### src/rtl/alu_pkg.sv
// Shared ALU encodings for the ID/EX boundary: ALUOp values, R-type funct
// codes and the 4-bit control codes driven to the EX-stage ALU.
package alu_pkg;

  localparam logic [3:0] ALU_CTRL_ADD = 4'b0010;
  localparam logic [3:0] ALU_CTRL_SUB = 4'b0110;
  localparam logic [3:0] ALU_CTRL_AND = 4'b0000;
  localparam logic [3:0] ALU_CTRL_OR  = 4'b0001;
  localparam logic [3:0] ALU_CTRL_SLT = 4'b0111;

  localparam logic [1:0] ALUOP_MEM   = 2'b00;
  localparam logic [1:0] ALUOP_BR    = 2'b01;
  localparam logic [1:0] ALUOP_RTYPE = 2'b10;
  localparam logic [1:0] ALUOP_RSVD  = 2'b11;

  localparam logic [5:0] FUNCT_ADD = 6'b100000;
  localparam logic [5:0] FUNCT_SUB = 6'b100010;
  localparam logic [5:0] FUNCT_AND = 6'b100100;
  localparam logic [5:0] FUNCT_OR  = 6'b100101;
  localparam logic [5:0] FUNCT_SLT = 6'b101010;

endpackage

### src/rtl/alu_ctrl_decode.sv
// Combinational ALUOp/funct to ALU control decode; the only place the
// ALU code map lives. Undecodable combinations fall back to add and flag illegal.
module alu_ctrl_decode
  import alu_pkg::*;
(
  input  logic [1:0] alu_op,
  input  logic [5:0] funct,
  output logic [3:0] ctrl,
  output logic       illegal
);

  always_comb begin
    ctrl    = ALU_CTRL_ADD;
    illegal = 1'b0;
    case (alu_op)
      ALUOP_MEM: ctrl = ALU_CTRL_ADD;
      ALUOP_BR:  ctrl = ALU_CTRL_SUB;
      ALUOP_RTYPE: begin
        case (funct)
          FUNCT_ADD: ctrl = ALU_CTRL_ADD;
          FUNCT_SUB: ctrl = ALU_CTRL_SUB;
          FUNCT_AND: ctrl = ALU_CTRL_AND;
          FUNCT_OR:  ctrl = ALU_CTRL_OR;
          FUNCT_SLT: ctrl = ALU_CTRL_SLT;
          default:   illegal = 1'b1;
        endcase
      end
      default: illegal = 1'b1;
    endcase
  end

endmodule

### src/rtl/id_ex_alu_issue.sv
// ID->EX pipeline register for the ALU path: decode, operand/destination
// select, load-use hazard detection and bubble/stall/flush handling.
module id_ex_alu_issue
  import alu_pkg::*;
#(
  parameter int DW = 32,
  parameter int RW = 5
) (
  input  logic          clk,
  input  logic          reset,
  input  logic          id_valid,
  input  logic [1:0]    id_alu_op,
  input  logic [5:0]    id_funct,
  input  logic [DW-1:0] id_rs_data,
  input  logic [DW-1:0] id_rt_data,
  input  logic [DW-1:0] id_imm,
  input  logic          id_alu_src,
  input  logic [RW-1:0] id_rs,
  input  logic [RW-1:0] id_rt,
  input  logic [RW-1:0] id_rd,
  input  logic          id_reg_dst,
  input  logic          id_reg_write,
  input  logic          id_mem_read,
  input  logic          id_mem_write,
  input  logic          id_mem_to_reg,
  input  logic          flush,
  input  logic          ex_stall,
  output logic          ex_valid,
  output logic [3:0]    ex_alu_ctrl,
  output logic [DW-1:0] ex_a,
  output logic [DW-1:0] ex_b,
  output logic [DW-1:0] ex_rt_data,
  output logic [RW-1:0] ex_dest,
  output logic          ex_reg_write,
  output logic          ex_mem_read,
  output logic          ex_mem_write,
  output logic          ex_mem_to_reg,
  output logic          ex_illegal,
  output logic          load_use_stall
);

  logic [3:0]    dec_ctrl;
  logic          dec_illegal;
  logic          uses_rt;
  logic [RW-1:0] dest_sel;
  logic          kill;

  alu_ctrl_decode u_dec (
    .alu_op  (id_alu_op),
    .funct   (id_funct),
    .ctrl    (dec_ctrl),
    .illegal (dec_illegal)
  );

  assign uses_rt  = (id_alu_op == ALUOP_RTYPE) | ~id_alu_src | id_mem_write;
  assign dest_sel = id_reg_dst ? id_rd : id_rt;

  // $0 is never a real producer, so a load into it cannot create a hazard
  assign load_use_stall = id_valid & ex_valid & ex_mem_read & (ex_dest != '0) &
                          ((ex_dest == id_rs) | (uses_rt & (ex_dest == id_rt)));

  // A load-use bubble only lands when EX is moving; under ex_stall EX just holds
  assign kill = reset | flush | (~ex_stall & load_use_stall);

  // ID -> EX register
  always_ff @(posedge clk) begin
    if (kill) begin
      ex_valid      <= 1'b0;
      ex_alu_ctrl   <= 4'b0000;
      ex_a          <= '0;
      ex_b          <= '0;
      ex_rt_data    <= '0;
      ex_dest       <= '0;
      ex_reg_write  <= 1'b0;
      ex_mem_read   <= 1'b0;
      ex_mem_write  <= 1'b0;
      ex_mem_to_reg <= 1'b0;
      ex_illegal    <= 1'b0;
    end else if (!ex_stall) begin
      ex_valid      <= id_valid;
      ex_alu_ctrl   <= id_valid ? dec_ctrl : 4'b0000;
      ex_a          <= id_rs_data;
      ex_b          <= id_alu_src ? id_imm : id_rt_data;
      ex_rt_data    <= id_rt_data;
      ex_dest       <= dest_sel;
      ex_reg_write  <= id_valid & id_reg_write & ~dec_illegal;
      ex_mem_read   <= id_valid & id_mem_read;
      ex_mem_write  <= id_valid & id_mem_write & ~dec_illegal;
      ex_mem_to_reg <= id_valid & id_mem_to_reg;
      ex_illegal    <= id_valid & dec_illegal;
    end
  end

endmodule

### config.mk
export PLATFORM = sky130hd
export DESIGN_NAME = id_ex_alu_issue
export DESIGN_NICKNAME = d
export VERILOG_FILES = /design/src/rtl/alu_pkg.sv /design/src/rtl/alu_ctrl_decode.sv /design/src/rtl/id_ex_alu_issue.sv
export SDC_FILE = /design/constraint.sdc
export NUM_CORES = 1
export LEC_CHECK = 0
export BUFFER_PORTS_ARGS = -buffer_cell sky130_fd_sc_hd__buf_4
export CELL_PAD_IN_SITES_DETAIL_PLACEMENT = 2
export CELL_PAD_IN_SITES_GLOBAL_PLACEMENT = 2
export CORE_MARGIN = 2
export CORE_UTILIZATION = 27
export CTS_BUF_LIST = sky130_fd_sc_hd__clkbuf_2
export DETAILED_ROUTE_END_ITERATION = 8
export PLACE_DENSITY = 0.84
export RECOVER_POWER = 25
export SLEW_MARGIN = 20
export SYNTH_ARGS = -nofsm -noshare
export SYNTH_HDL_FRONTEND = slang
export SYNTH_SLANG_ARGS = --single-unit
### constraint.sdc
create_clock -name clk -period 2.6 [get_ports clk]
set_clock_uncertainty 0.1 [all_clocks]
set_input_delay 0.13 -clock clk [delete_from_list [all_inputs] [get_ports clk]]
set_output_delay 0.13 -clock clk [all_outputs]
set_load 0.01 [all_outputs]
==> results of run 1 <==
==> cells in the mapped netlist, drive strengths merged, types with 2 or more instances <==
library cell	number
a21oi	75
a22oi	38
a2bb2oi	64
a32oi	7
and2	2
and3	3
buf	17
clkbuf	40
dfxtp	110
ha	3
inv	2
mux2	37
nand2	73
nor2	2
nor2b	2
nor3	2
nor3b	4
nor4bb	2
o21ai	73
xor2	10
==> cell families after synthesis <==
| kind of cell | after synthesis |
|---|---|
| buf+inv | 59 |
| mux | 38 |
| compound gates | 266 |
| simple gates | 94 |
| flops | 110 |
| fa+ha+maj | 3 |
| xor+xnor | 10 |
| other cells | 1 |
==> stage by stage <==
step                hold slack (ns)  util [%]  setup WS [ns]  instances  cell area, sq um
floorplan                     0.170         -          0.712        581              5200
global placement              0.277      38.3          0.461       1009              7190
detailed placement            0.314      38.3          0.344       1009              7190
==> metrics.md, run 1 <==
| Metric | Value |
|---|---|
| PortBufs | `240` |
| TritonCTS Buffers | `9` |
| Clock sink count | `110` |
| Syn_area_per_cell | `8.95 sq um` |
| Area contributors post-synth | `dfxtp_1, a2bb2oi_1, mux2_2, a21oi_1, o21ai_0` |
| Post-synth EDFFs | `0` |
| Post-Synthesis Cells | `581` |
| Mapped cell area | `5200 sq um` |
| Post-CTS Resized | `5` |
| Flop and latch count out of synthesis | `110` |
| Synth Area in Compound Gates | `33.6%` |
| Die Wd | `143 microns` |
| Clk buf depth | `2` |
| Register area share after synthesis | `42.4%` |
| Starting Density | `27.7%` |
| Unique masters post-synth | `38` |
| Io pins | `242` |
| # hold bufs at CTS | `207` |
| Synth Area in Simple Gates | `7.99%` |
| H-tree levels | `3` |
| Tool Error | `[ERROR RSZ-0060] Max buffer count reached.` |
| Adder-cell share of the synthesized area | `0.722%` |
| Asr flop ratio synth | `0%` |
| Status | `aborted with a tool error` |
| Multiplexer share of the synthesized area | `8.21%` |
| Synth warn | `0` |
| Detailed placement HPWL | `15400 microns` |
| Failed at | `clock tree synthesis (4_1_cts)` |
| Post-synth top area share | `42.4%` |
| Cell taking the most area after synthesis | `dfxtp_1` |
| XOR/XNOR Fraction of Synth Area | `1.69%` |
| Post-CTS Setup Inserts | `1` |
| GP Congestion | `0.743` |
| Rows | `50` |
| Top FF cell, synth | `dfxtp_1` |
| Largest family of logic cells by synthesized area | `compound AO/OA/AOI/OAI gates` |
| Clock root cell | `clkbuf_2` |
| Die Y | `143 microns` |
| Syn nets | `714` |
==> run 2, diff against run 1 <==
--- a/config.mk
+++ b/config.mk
@@ -6,13 +6,10 @@
 export NUM_CORES = 1
 export LEC_CHECK = 0
 export BUFFER_PORTS_ARGS = -buffer_cell sky130_fd_sc_hd__buf_4
-export CELL_PAD_IN_SITES_DETAIL_PLACEMENT = 2
-export CELL_PAD_IN_SITES_GLOBAL_PLACEMENT = 2
 export CORE_MARGIN = 2
-export CORE_UTILIZATION = 27
-export CTS_BUF_LIST = sky130_fd_sc_hd__clkbuf_2
+export CORE_UTILIZATION = 40
 export DETAILED_ROUTE_END_ITERATION = 8
-export PLACE_DENSITY = 0.84
+export PLACE_DENSITY_LB_ADDON = 0.15
 export RECOVER_POWER = 25
 export SLEW_MARGIN = 20
 export SYNTH_ARGS = -nofsm -noshare
==> run 2 against run 1 <==
- the flow now finishes without violations
- synthesized cell count unchanged
- area after synthesis unchanged
==> metrics.md, run 2 <==
| Metric | Value |
|---|---|
| Full die area | `13900 sq um` |
| Core Box Area | `12700 sq um` |
| FF-to-FF Start | `ex_dest[0]` |
| TritonCTS Buffers | `9 (unchanged)` |
| Io pins | `242 (unchanged)` |
| Fraction of layout cells with a size suffix above 1 | `29.5%` |
| Final Util | `61.6%` |
| Pwr/cell area | `488 nW/um^2` |
| Clk Latency, worst-skew pair | `0.34 ns` |
| Gr usage total | `23.5%` |
| P&R area growth vs syn | `50.1%` |
| First-pass GRT wire length | `27000 microns` |
| Flop and latch count out of synthesis | `110 (unchanged)` |
| Storage cell area | `2200 sq um` |
| Least-Margin Pin Slew | `0.691 ns` |
| Cell taking the most area after synthesis | `dfxtp_1` |
| Path category of the worst min-delay check | `primary input to flop` |
| Adder-cell share of the synthesized area | `0.722% (unchanged)` |
| Clock transition at path regs | `0.07 ns` |
| Synth warn | `0 (unchanged)` |
| Multiplexer share of the synthesized area | `8.21% (unchanged)` |
| CP Class | `flop to primary output` |
| Crit path arrival time | `2.17 ns` |
| Max Cap Viol | `0` |
| Synth Area in Compound Gates | `33.6% (unchanged)` |
| Post-synth top area share | `42.4% (unchanged)` |
| Most frequent cells in the layout | `buf_4, dfxtp_1, a21oi_1` |
| Fin. Hold Viols | `0` |
| Rows | `41 (-18%)` |
| XOR/XNOR Fraction of Synth Area | `1.69% (unchanged)` |
| Synth Area in Simple Gates | `7.99% (unchanged)` |
| Reg2Reg Capture Point | `ex_a[24]` |
| RSZ-0062 raised after global routing | `no` |
| Mapped cell area | `5200 sq um (unchanged)` |
| Total power | `3.81 mW` |
| Syn_area_per_cell | `8.95 sq um (unchanged)` |
| Status | `finished clean` |
| Antenna fix cells | `0` |
| Asr flop ratio synth | `0% (unchanged)` |
| Setup crit start | `ex_dest[0]` |
| CP required | `2.37 ns` |
| Endpoints failing setup | `0` |
| Die Wd | `118 microns (-17%)` |
| DRC Markers | `0` |
| Syn nets | `714 (unchanged)` |
| Pins Over Slew Limit | `0` |
| Final min period | `2.40 ns` |
| Post-Place Worst Slack | `0.460 ns (+0.117 ns)` |
| Detailed placement HPWL | `11000 microns (-28%)` |
| FF-to-FF path depth | `5` |
| Register area share after synthesis | `42.4% (unchanged)` |
| WL/cell | `16.6 microns` |
| Initial antenna violation count | `0` |
| 1st-iter DRT viols | `341` |
| Largest family of logic cells by synthesized area | `compound AO/OA/AOI/OAI gates` |
| Area contributors post-synth | `dfxtp_1, a2bb2oi_1, mux2_2, a21oi_1, o21ai_0` |
| Crit end category | `primary output` |
| Critical Path Sink | `load_use_stall` |
| Unique masters post-synth | `38 (unchanged)` |
| Crit share post-route | `92.3%` |
| VDD IR max | `0.346 mV` |
| Starting Density | `41.0% (+13 points)` |
| Clock sink count | `110 (unchanged)` |
| Die Y | `118 microns (-17%)` |
| Slew headroom | `53.7%` |
| Largest net degree at the start of global routing | `148` |
| Startpoint type of the worst setup path | `flop` |
| Top Registers | `ex_a x32, ex_b x32, ex_rt_data x32` |
| Final TNS setup | `0 ns` |
| WL final | `16900 microns` |
| Highest Clock Rate | `417 MHz` |
| Post-synth EDFFs | `0 (unchanged)` |
| Vias in the first global route | `5399` |
| Post-DRT Antenna Nets | `0` |
| Remaining Overflow, GRT | `0` |
| Leakage power | `3.44 nW` |
| Leading cell type in the layout, fill and taps excluded | `buf_4` |
| Setup WS post-layout | `0.201 ns` |
| R2R setup slack | `0.42 ns` |
| Multi-input logic area | `2740 sq um` |
| Avg Vias per Cell | `5.38` |
| Most common cell in the synthesized netlist | `dfxtp_1` |
| Top FF cell, synth | `dfxtp_1` |
| Clock root cell | `clkbuf_16` |
| Synth cell count leaders | `dfxtp_1, a21oi_1, nand2_1, o21ai_0, a2bb2oi_1` |
| Post-Synthesis Cells | `581 (unchanged)` |
| Via count | `5506` |
| Nets | `980` |
| PortBufs | `240 (unchanged)` |
| GP Congestion | `0.860 (+16%)` |
| TritonCTS clock tree | `built` |
| Post-CTS Setup Inserts | `0 (-1)` |
| Crit Path Max Fanout | `25` |
| DRT Pass-1 Iters | `5` |
| Placement Cell Area | `7100 sq um (-1.2%)` |
| H-tree levels | `3 (unchanged)` |
| # fillers | `1106` |
| Clk buf depth | `2 (unchanged)` |
| Cell area after layout | `7800 sq um` |
-- run 2: cell counts after synthesis --
No cell type changed its count.
-- run 2: final cells by class --
class,instances,share of cell area [%]
timing repair buffer,312,30.4
multi-input combinational,412,35.1
tap,172,2.76
inverter,2,0.0962
clock buffer,14,3.38
sequential,110,28.2
clock inverter,1,0.0641
-- run 2: stage by stage --
stage	hold WS [ns]	cells
3_3_place_gp	0.275	944
4_1_cts	0.00784	1023
3_5_place_dp	0.289	944
5_1_grt	0.0339	1023
6_report	0.0196	1023
2_1_floorplan	0.170	581
-- run 2: repair_timing --
| action | in CTS | in global routing |
|---|---|---|
| hold buffers | 64 | 0 |
| resized for setup | 0 | 0 |
| hold endpoints to repair | 64 | 0 |
-- run 2: report_power, final --
group          internal, mW  switching (mW)  leakage, nW  total, mW
sequential             1.77          0.0592        0.901       1.83
clock                 0.698           0.585        0.133       1.28
combinational         0.380           0.317         2.40      0.696
total                  2.85           0.961         3.44       3.81
-- run 2: routing by layer --
| layer | GRT usage [%] | wire (microns) | up-vias |
|---|---|---|---|
| met5 | 0 | 0 | - |
| li1 | - | - | 2677 |
| met1 | 28.2 | 6960 | 2593 |
| met2 | 40.9 | 8500 | 212 |
| met4 | 7.76 | 303 | 0 |
| met3 | 5.96 | 1180 | 24 |
-- run 2: kinds of logic after synthesis --
logic type | count (synthesis)
other | 1
adder cells (fa/ha/maj) | 3
multiplexers | 38
buffers and inverters | 59
AO/OA/AOI/OAI | 266
flip-flops | 110
AND/OR/NAND/NOR | 94
XOR/XNOR | 10
-- run 2: critical path: stages, from the launching register on --
cell and delay (ns):
dfxtp_1 0.37, or4_4 0.58, o2111a_2 0.46, and2_1 0.26
buf_4 0.14
-- run 2: how the worst min path moves through the flow --
stage | from | to | slack, ns | cells after the start
finish | id_rs_data[8] | ex_a[8] | 0.02 | 3
global route | id_rt_data[22] | ex_rt_data[22] | 0.03 | 3
floorplan | id_mem_read | ex_mem_read | 0.17 | 2
CTS | id_rt_data[22] | ex_rt_data[22] | 0.008 | 3
global placement | id_mem_to_reg | ex_mem_to_reg | 0.27 | 3
detailed placement | id_mem_to_reg | ex_mem_to_reg | 0.29 | 3
Power figures use the tool's default switching activity.
